<file path="src/rtl/cpu_sequencer_if.sv">
// Bundles the instruction stream, register-file, ALU control and result stream
// of cpu_sequencer into a single connection.
interface cpu_sequencer_if #(
    parameter int DATA_WIDTH = 16,
    parameter int ADDR_WIDTH = 3
);
    logic                  instr_valid;
    logic                  instr_ready;
    logic [31:0]           instr;

    logic                  reg_write_enable;
    logic [ADDR_WIDTH-1:0] reg_write_addr;
    logic [DATA_WIDTH-1:0] reg_write_data;
    logic [ADDR_WIDTH-1:0] reg_read_addr1;
    logic [ADDR_WIDTH-1:0] reg_read_addr2;

    logic [3:0]            alu_comm;
    logic                  alu_mode;
    logic                  alu_cin;
    logic                  b_source_sel;
    logic [DATA_WIDTH-1:0] alu_b_imm;
    logic [DATA_WIDTH-1:0] alu_result;
    logic                  alu_cout;
    logic                  alu_nbo;
    logic                  alu_ngo;

    logic                  res_valid;
    logic                  res_ready;
    logic [DATA_WIDTH-1:0] res_data;
    logic                  res_cout;

    logic                  busy;
    logic                  halted;
    logic [DATA_WIDTH-1:0] instr_count;

    // Sequencer side
    modport slave (
        input  instr_valid, instr, alu_result, alu_cout, alu_nbo, alu_ngo, res_ready,
        output instr_ready, reg_write_enable, reg_write_addr, reg_write_data,
               reg_read_addr1, reg_read_addr2, alu_comm, alu_mode, alu_cin,
               b_source_sel, alu_b_imm, res_valid, res_data, res_cout,
               busy, halted, instr_count
    );

    // Environment side: instruction source, register file / ALU, result sink
    modport master (
        output instr_valid, instr, alu_result, alu_cout, alu_nbo, alu_ngo, res_ready,
        input  instr_ready, reg_write_enable, reg_write_addr, reg_write_data,
               reg_read_addr1, reg_read_addr2, alu_comm, alu_mode, alu_cin,
               b_source_sel, alu_b_imm, res_valid, res_data, res_cout,
               busy, halted, instr_count
    );
endinterface

</file>
<file path="src/rtl/cpu_sequencer.sv">
// Multi-cycle instruction sequencer: accepts one instruction at a time, drives an
// external register file and ALU, and returns each ALU/LDI result on a handshake.
module cpu_sequencer #(
    parameter int DATA_WIDTH = 16,
    parameter int NUM_REGS   = 8
) (
    input  logic           clk,
    input  logic           reset,
    cpu_sequencer_if.slave bus
);
    localparam int ADDR_WIDTH = $clog2(NUM_REGS);

    localparam logic [1:0] K_ALU  = 2'b00;
    localparam logic [1:0] K_LDI  = 2'b01;
    localparam logic [1:0] K_NOP  = 2'b10;
    localparam logic [1:0] K_HALT = 2'b11;

    typedef enum logic [2:0] {
        S_IDLE,
        S_DECODE,
        S_EXEC,
        S_WB,
        S_RESP,
        S_HALTED
    } state_t;

    // Field order mirrors the instruction word so a decode is a plain cast.
    typedef struct packed {
        logic [1:0]            kind;
        logic [3:0]            comm;
        logic                  mode;
        logic                  cin;
        logic                  bsel;
        logic [ADDR_WIDTH-1:0] rd;
        logic [ADDR_WIDTH-1:0] ra;
        logic                  wb_en;
        logic [DATA_WIDTH-1:0] imm;
    } ctl_t;

    state_t                state_q, state_d;
    logic [31:0]           instr_q, instr_d;
    ctl_t                  ctl_q, ctl_d;
    logic [DATA_WIDTH-1:0] res_data_q, res_data_d;
    logic                  res_cout_q, res_cout_d;
    logic [DATA_WIDTH-1:0] instr_count_q, instr_count_d;
    logic                  retire;
    logic                  accept;
    logic                  wb_fire;
    logic                  unused_flags;

    assign accept = (state_q == S_IDLE) && reset && bus.instr_valid;

    always_comb begin
        state_d       = state_q;
        instr_d       = instr_q;
        ctl_d         = ctl_q;
        res_data_d    = res_data_q;
        res_cout_d    = res_cout_q;
        instr_count_d = instr_count_q;
        retire        = 1'b0;

        case (state_q)
            S_IDLE: begin
                if (accept) begin
                    instr_d = bus.instr;
                    state_d = S_DECODE;
                end
            end
            S_DECODE: begin
                ctl_d = ctl_t'(instr_q);
                case (instr_q[31:30])
                    K_ALU, K_LDI: state_d = S_EXEC;
                    K_NOP: begin
                        retire  = 1'b1;
                        state_d = S_IDLE;
                    end
                    default: begin
                        retire  = 1'b1;
                        state_d = S_HALTED;
                    end
                endcase
            end
            S_EXEC: begin
                // The ALU settles during EXEC from the controls registered in DECODE.
                if (ctl_q.kind == K_LDI) begin
                    res_data_d = ctl_q.imm;
                    res_cout_d = 1'b0;
                end else begin
                    res_data_d = bus.alu_result;
                    res_cout_d = bus.alu_cout;
                end
                state_d = S_WB;
            end
            S_WB: begin
                state_d = S_RESP;
            end
            S_RESP: begin
                if (bus.res_ready) begin
                    retire  = 1'b1;
                    state_d = S_IDLE;
                end
            end
            S_HALTED: begin
                state_d = S_HALTED;
            end
            default: begin
                state_d = S_IDLE;
            end
        endcase

        if (retire) begin
            instr_count_d = instr_count_q + 1'b1;
        end
    end

    always_ff @(posedge clk) begin
        if (!reset) begin
            state_q       <= S_IDLE;
            instr_q       <= '0;
            ctl_q         <= '0;
            res_data_q    <= '0;
            res_cout_q    <= 1'b0;
            instr_count_q <= '0;
        end else begin
            state_q       <= state_d;
            instr_q       <= instr_d;
            ctl_q         <= ctl_d;
            res_data_q    <= res_data_d;
            res_cout_q    <= res_cout_d;
            instr_count_q <= instr_count_d;
        end
    end

    assign wb_fire = (state_q == S_WB) &&
                     (((ctl_q.kind == K_ALU) && ctl_q.wb_en) || (ctl_q.kind == K_LDI));

    // Comparator flags are only of interest to an observer, not to sequencing.
    assign unused_flags = bus.alu_nbo ^ bus.alu_ngo;

    assign bus.instr_ready      = (state_q == S_IDLE) && reset;
    assign bus.reg_write_enable = wb_fire;
    assign bus.reg_write_addr   = ctl_q.rd;
    assign bus.reg_write_data   = res_data_q;
    assign bus.reg_read_addr1   = ctl_q.ra;
    assign bus.reg_read_addr2   = ctl_q.imm[ADDR_WIDTH-1:0];
    assign bus.alu_comm         = ctl_q.comm;
    assign bus.alu_mode         = ctl_q.mode;
    assign bus.alu_cin          = ctl_q.cin;
    assign bus.b_source_sel     = ctl_q.bsel;
    assign bus.alu_b_imm        = ctl_q.imm;
    assign bus.res_valid        = (state_q == S_RESP);
    assign bus.res_data         = res_data_q;
    assign bus.res_cout         = res_cout_q;
    assign bus.busy             = (state_q == S_DECODE) || (state_q == S_EXEC) ||
                                  (state_q == S_WB) || (state_q == S_RESP);
    assign bus.halted           = (state_q == S_HALTED);
    assign bus.instr_count      = instr_count_q;

endmodule

</file>
<file path="src/flat_wrapper.sv">
// flat-port wrapper written by rule: the top's interface ports become plain ports
module cpu_sequencer_flat 
#(
    parameter int DATA_WIDTH = 16,
    parameter int NUM_REGS   = 8
)
  (clk, reset, bus_instr_valid, bus_instr, bus_alu_result, bus_alu_cout, bus_alu_nbo, bus_alu_ngo, bus_res_ready, bus_instr_ready, bus_reg_write_enable, bus_reg_write_addr, bus_reg_write_data, bus_reg_read_addr1, bus_reg_read_addr2, bus_alu_comm, bus_alu_mode, bus_alu_cin, bus_b_source_sel, bus_alu_b_imm, bus_res_valid, bus_res_data, bus_res_cout, bus_busy, bus_halted, bus_instr_count);
  cpu_sequencer_if #(.DATA_WIDTH(DATA_WIDTH), .ADDR_WIDTH(3)) bus_i ();
  input  logic clk;
  input  logic reset;
  input wire logic [$bits(bus_i.instr_valid)-1:0] bus_instr_valid;
  input wire logic [$bits(bus_i.instr)-1:0] bus_instr;
  input wire logic [$bits(bus_i.alu_result)-1:0] bus_alu_result;
  input wire logic [$bits(bus_i.alu_cout)-1:0] bus_alu_cout;
  input wire logic [$bits(bus_i.alu_nbo)-1:0] bus_alu_nbo;
  input wire logic [$bits(bus_i.alu_ngo)-1:0] bus_alu_ngo;
  input wire logic [$bits(bus_i.res_ready)-1:0] bus_res_ready;
  output wire logic [$bits(bus_i.instr_ready)-1:0] bus_instr_ready;
  output wire logic [$bits(bus_i.reg_write_enable)-1:0] bus_reg_write_enable;
  output wire logic [$bits(bus_i.reg_write_addr)-1:0] bus_reg_write_addr;
  output wire logic [$bits(bus_i.reg_write_data)-1:0] bus_reg_write_data;
  output wire logic [$bits(bus_i.reg_read_addr1)-1:0] bus_reg_read_addr1;
  output wire logic [$bits(bus_i.reg_read_addr2)-1:0] bus_reg_read_addr2;
  output wire logic [$bits(bus_i.alu_comm)-1:0] bus_alu_comm;
  output wire logic [$bits(bus_i.alu_mode)-1:0] bus_alu_mode;
  output wire logic [$bits(bus_i.alu_cin)-1:0] bus_alu_cin;
  output wire logic [$bits(bus_i.b_source_sel)-1:0] bus_b_source_sel;
  output wire logic [$bits(bus_i.alu_b_imm)-1:0] bus_alu_b_imm;
  output wire logic [$bits(bus_i.res_valid)-1:0] bus_res_valid;
  output wire logic [$bits(bus_i.res_data)-1:0] bus_res_data;
  output wire logic [$bits(bus_i.res_cout)-1:0] bus_res_cout;
  output wire logic [$bits(bus_i.busy)-1:0] bus_busy;
  output wire logic [$bits(bus_i.halted)-1:0] bus_halted;
  output wire logic [$bits(bus_i.instr_count)-1:0] bus_instr_count;
  assign bus_i.instr_valid = bus_instr_valid;
  assign bus_i.instr = bus_instr;
  assign bus_i.alu_result = bus_alu_result;
  assign bus_i.alu_cout = bus_alu_cout;
  assign bus_i.alu_nbo = bus_alu_nbo;
  assign bus_i.alu_ngo = bus_alu_ngo;
  assign bus_i.res_ready = bus_res_ready;
  assign bus_instr_ready = bus_i.instr_ready;
  assign bus_reg_write_enable = bus_i.reg_write_enable;
  assign bus_reg_write_addr = bus_i.reg_write_addr;
  assign bus_reg_write_data = bus_i.reg_write_data;
  assign bus_reg_read_addr1 = bus_i.reg_read_addr1;
  assign bus_reg_read_addr2 = bus_i.reg_read_addr2;
  assign bus_alu_comm = bus_i.alu_comm;
  assign bus_alu_mode = bus_i.alu_mode;
  assign bus_alu_cin = bus_i.alu_cin;
  assign bus_b_source_sel = bus_i.b_source_sel;
  assign bus_alu_b_imm = bus_i.alu_b_imm;
  assign bus_res_valid = bus_i.res_valid;
  assign bus_res_data = bus_i.res_data;
  assign bus_res_cout = bus_i.res_cout;
  assign bus_busy = bus_i.busy;
  assign bus_halted = bus_i.halted;
  assign bus_instr_count = bus_i.instr_count;
  cpu_sequencer #(.DATA_WIDTH(DATA_WIDTH), .NUM_REGS(NUM_REGS)) u_core (.clk(clk), .reset(reset), .bus(bus_i));
endmodule
</file>
<file path="config.mk">
export PLATFORM = sky130hd
export DESIGN_NAME = cpu_sequencer_flat
export DESIGN_NICKNAME = d
export VERILOG_FILES = /design/src/rtl/cpu_sequencer_if.sv /design/src/rtl/cpu_sequencer.sv /design/src/flat_wrapper.sv
export SDC_FILE = /design/constraint.sdc
export NUM_CORES = 1
export LEC_CHECK = 0
export CAP_MARGIN = 20
export CORE_MARGIN = 2
export CORE_UTILIZATION = 41
export DETAILED_ROUTE_END_ITERATION = 8
export GPL_ROUTABILITY_DRIVEN = 0
export PLACE_DENSITY_LB_ADDON = 0.08
export RECOVER_POWER = 100
export SYNTH_ARGS = -nofsm -noshare
export SYNTH_HDL_FRONTEND = slang
export SYNTH_SLANG_ARGS = --single-unit
</file>
<file path="constraint.sdc">
create_clock -name clk -period 1.7 [get_ports clk]
set_input_delay 0.255 -clock clk [delete_from_list [all_inputs] [get_ports clk]]
set_output_delay 0.255 -clock clk [all_outputs]
set_load 0.02 [all_outputs]
</file>
==> impl_metrics.tcl <==
set metrics [dict create \
    arrival_ns 2.04 \
    syn_area_per_cell_um2 8.18 \
    seq_area_frac_synth_pct 47.3 \
    drt-wirelength-per-cell_um 13.7 \
    drc 0 \
    synthTopCellsByArea "dfxtp_1 47%, nand2_1 12%, buf_4 8.0%" \
    hold_viol_final 0 \
    crit_slowest_cell "or4_4" \
    violations "negative setup slack" \
    synthesis.area_um2 4240 \
    cts_buffers 9 \
    tightestPinTransition_ns 0.357 \
    grt_max_degree 52 \
    worst-path-max-fanout 5 \
    pwr_density_cell_nw_per_um2 852 \
    drive_gt1_share_pct 12.8 \
    die_x_um 106 \
    cp-start-kind "register" \
    criticalPathCategory "reg -> reg" \
    yosysUniqueCellTypes 36 \
    clk_pin_slew_worst_paths_ns 0.10 \
    insertion_delay_ns 0.37 \
    worstPathCellList "buf_6, and4bb_4, o2111ai_4, or4_4, a21oi_2" \
    syn-num-nets 574 \
    hp-class "in -> reg" \
    r2r_slack_ns -0.04 \
    cts_tree "done" \
    core_um2 10200 \
    row_count 37 \
    clockBufferDepth 2 \
    synth_seq_cells 100 \
    die-area_um2 11200 \
    yosysMostFrequentCell "nand2_1" \
    synth_commonest_cells "134 x nand2_1, 100 x dfxtp_1, 49 x a21oi_1, 45 x buf_4, 38 x nand3_1" \
    report.final.slew_viol_count 0 \
    dp_slack_ns -0.313 \
    max_stage_delay_ns 0.54 \
    ir_drop_mv 0.517 \
    synth_edf_count 0 \
    leakagePower_uw 0.00235 \
    wirelength_um 10600 \
    dp_cells 743 \
    post-route-worst-setup-slack_ns -0.0399 \
    grt_pass1_wl_um 16700 \
    skew_ns 0.0104 \
    htreeDepth 3 \
    dp_hpwl_um 7300 \
    status "finished, violations left" \
    track_usage_pct 18.6 \
    finalCritPeriodShare_pct 102 \
    first_pass_iters 4 \
    start_util_pct 41.6 \
    placed_area_um2 5600 \
    synth_flop_cell "dfxtp_1" \
    syn_inst 518 \
    instances_no_fill 771 \
    worst_setup_path_end_kind "register" \
    cts_sinks 100 \
    async_flop_share_pct 0 \
    synth_top_area_cell "dfxtp_1" \
    fin_nets 686 \
    ant_nets 0 \
    ys_warn_count 0 \
    worst-path-buf-inv 1 \
    cp.required_ns 2.00 \
    setup_viol 4 \
    vias 3724 \
    min_period_ns 1.74 \
    routed_via_density 4.83 \
    grt_pass1_vias 3393 \
    crit_family "simple AND/OR/NAND/NOR gates" \
    design_area_um2 5890 \
    grt_overflow 0 \
    clock.fmax_mhz 575 \
    relSlewSlack_pct 75.6 \
    antennaDiodeCount 0 \
    p_total_uw 5020 \
    syn2layout_area_growth_pct 39.1 \
    hold_ws_ns 0.413 \
    rsz0062_at_grt "yes" \
    drtIter0Drc 175 \
    synth_top_area_share_pct 47.3 \
    die_h_um 106 \
    io_buffer_count 138 \
    cts_hold_buf 0 \
    drv_cap 0 \
    antenna_found_initial 0 \
    ios 141 \
    root_buffer "clkbuf_8" \
]
[power by group]
group	switching [uW]	internal [uW]
combinational	454	445
sequential	88.2	2480
clock	829	727
total	1370	3650
[metrics by stage]
step	TNS, ns	util (%)
2_1_floorplan	0	-
3_3_place_gp	-8.75	55.0
3_5_place_dp	-7.23	55.0
4_1_cts	-0.0166	56.9
5_1_grt	-0.958	57.9
6_report	-0.0656	57.9
[tightest hold or removal path, cell delays in order]
cell and delay (ns):
clkdlybuf4s50_1 0.39, nand2_1 0.05, nand2_1 0.04
[cell usage in the layout, fill, tap and decap left out, types with 9 or more instances in the layout]
| cell type | netlist | layout |
|---|---|---|
| a21oi_1 | 49 | 47 |
| clkbuf_8 | 0 | 10 |
| clkdlybuf4s50_1 | 0 | 119 |
| dfxtp_1 | 100 | 96 |
| nand3_1 | 38 | 38 |
| or3_1 | 10 | 9 |
| nor2_1 | 30 | 28 |
| nand2_1 | 134 | 134 |
| a211oi_1 | 16 | 16 |
| mux2i_1 | 17 | 17 |
| dlygate4sd2_1 | 0 | 9 |
| o21ai_0 | 13 | 12 |
| buf_4 | 45 | 33 |
[per-layer routing]
metal / GRT usage (%) / wire, um
met1: 25.7 / 5060
met2: 28.5 / 4760
met3: 4.02 / 559
met4: 7.05 / 182
met5: 0 / 0
[final cells by class]
class | count | area (um^2)
multi-input combinational | 338 | 1810
clock inverter | 5 | 60.1
clock buffer | 11 | 141
fill | 984 | 4290
inverter | 3 | 11.3
tap | 136 | 170
timing repair buffer | 178 | 1690
sequential | 100 | 2010
[flip-flops by register name, summed over array words and instances (netlist names)]
| register | cells |
|---|---|
| u_core.bus.b_source_sel | 1 |
| u_core.bus.alu_comm | 4 |
| u_core.bus.res_cout | 1 |
| u_core.state_q | 3 |
| u_core.bus.alu_mode | 1 |
| u_core.bus.reg_write_data | 16 |
| u_core.instr_q | 32 |
| u_core.bus.alu_cin | 1 |
| u_core.ctl_q | 3 |
| u_core.bus.reg_read_addr1 | 3 |
| u_core.bus.reg_write_addr | 3 |
| u_core.bus.alu_b_imm | 16 |
| u_core.bus.instr_count | 16 |
[final timing paths]
check                                                  to                           start  cells after the start
setup / recovery  u_core.bus.instr_count[15]$_SDFFE_PN0P_  u_core.state_q[0]$_SDFFE_PN0P_                      5
hold / removal            u_core.instr_q[21]$_SDFFE_PN0P_                   bus_instr[21]                      3
setup reg to reg  u_core.bus.instr_count[15]$_SDFFE_PN0P_  u_core.state_q[0]$_SDFFE_PN0P_                      5
hold reg to reg      u_core.bus.alu_b_imm[4]$_SDFFE_PN0N_  u_core.instr_q[4]$_SDFFE_PN0P_                      2
[cells by family (layout without fill, tap and decap cells)]
logic type	after synthesis	after routing	synth area share (%)
buffers and inverters	81	197	11.7
muxes	17	17	4.02
AOI/OAI and AO/OA	84	85	11.8
DFF	100	100	47.3
and+or+nand+nor	231	231	24.1
xor gates and xnor gates	4	4	0.827
adders and majority gates	1	1	0.295
[timing repair]
action,4_1_cts,5_1_grt
resized for setup,34,21
endpoints found under the setup margin,18,19
cloned,0,1
buffers inserted,0,11
pin swaps,1,8
No activity file was read; power rests on OpenSTA's default activity.
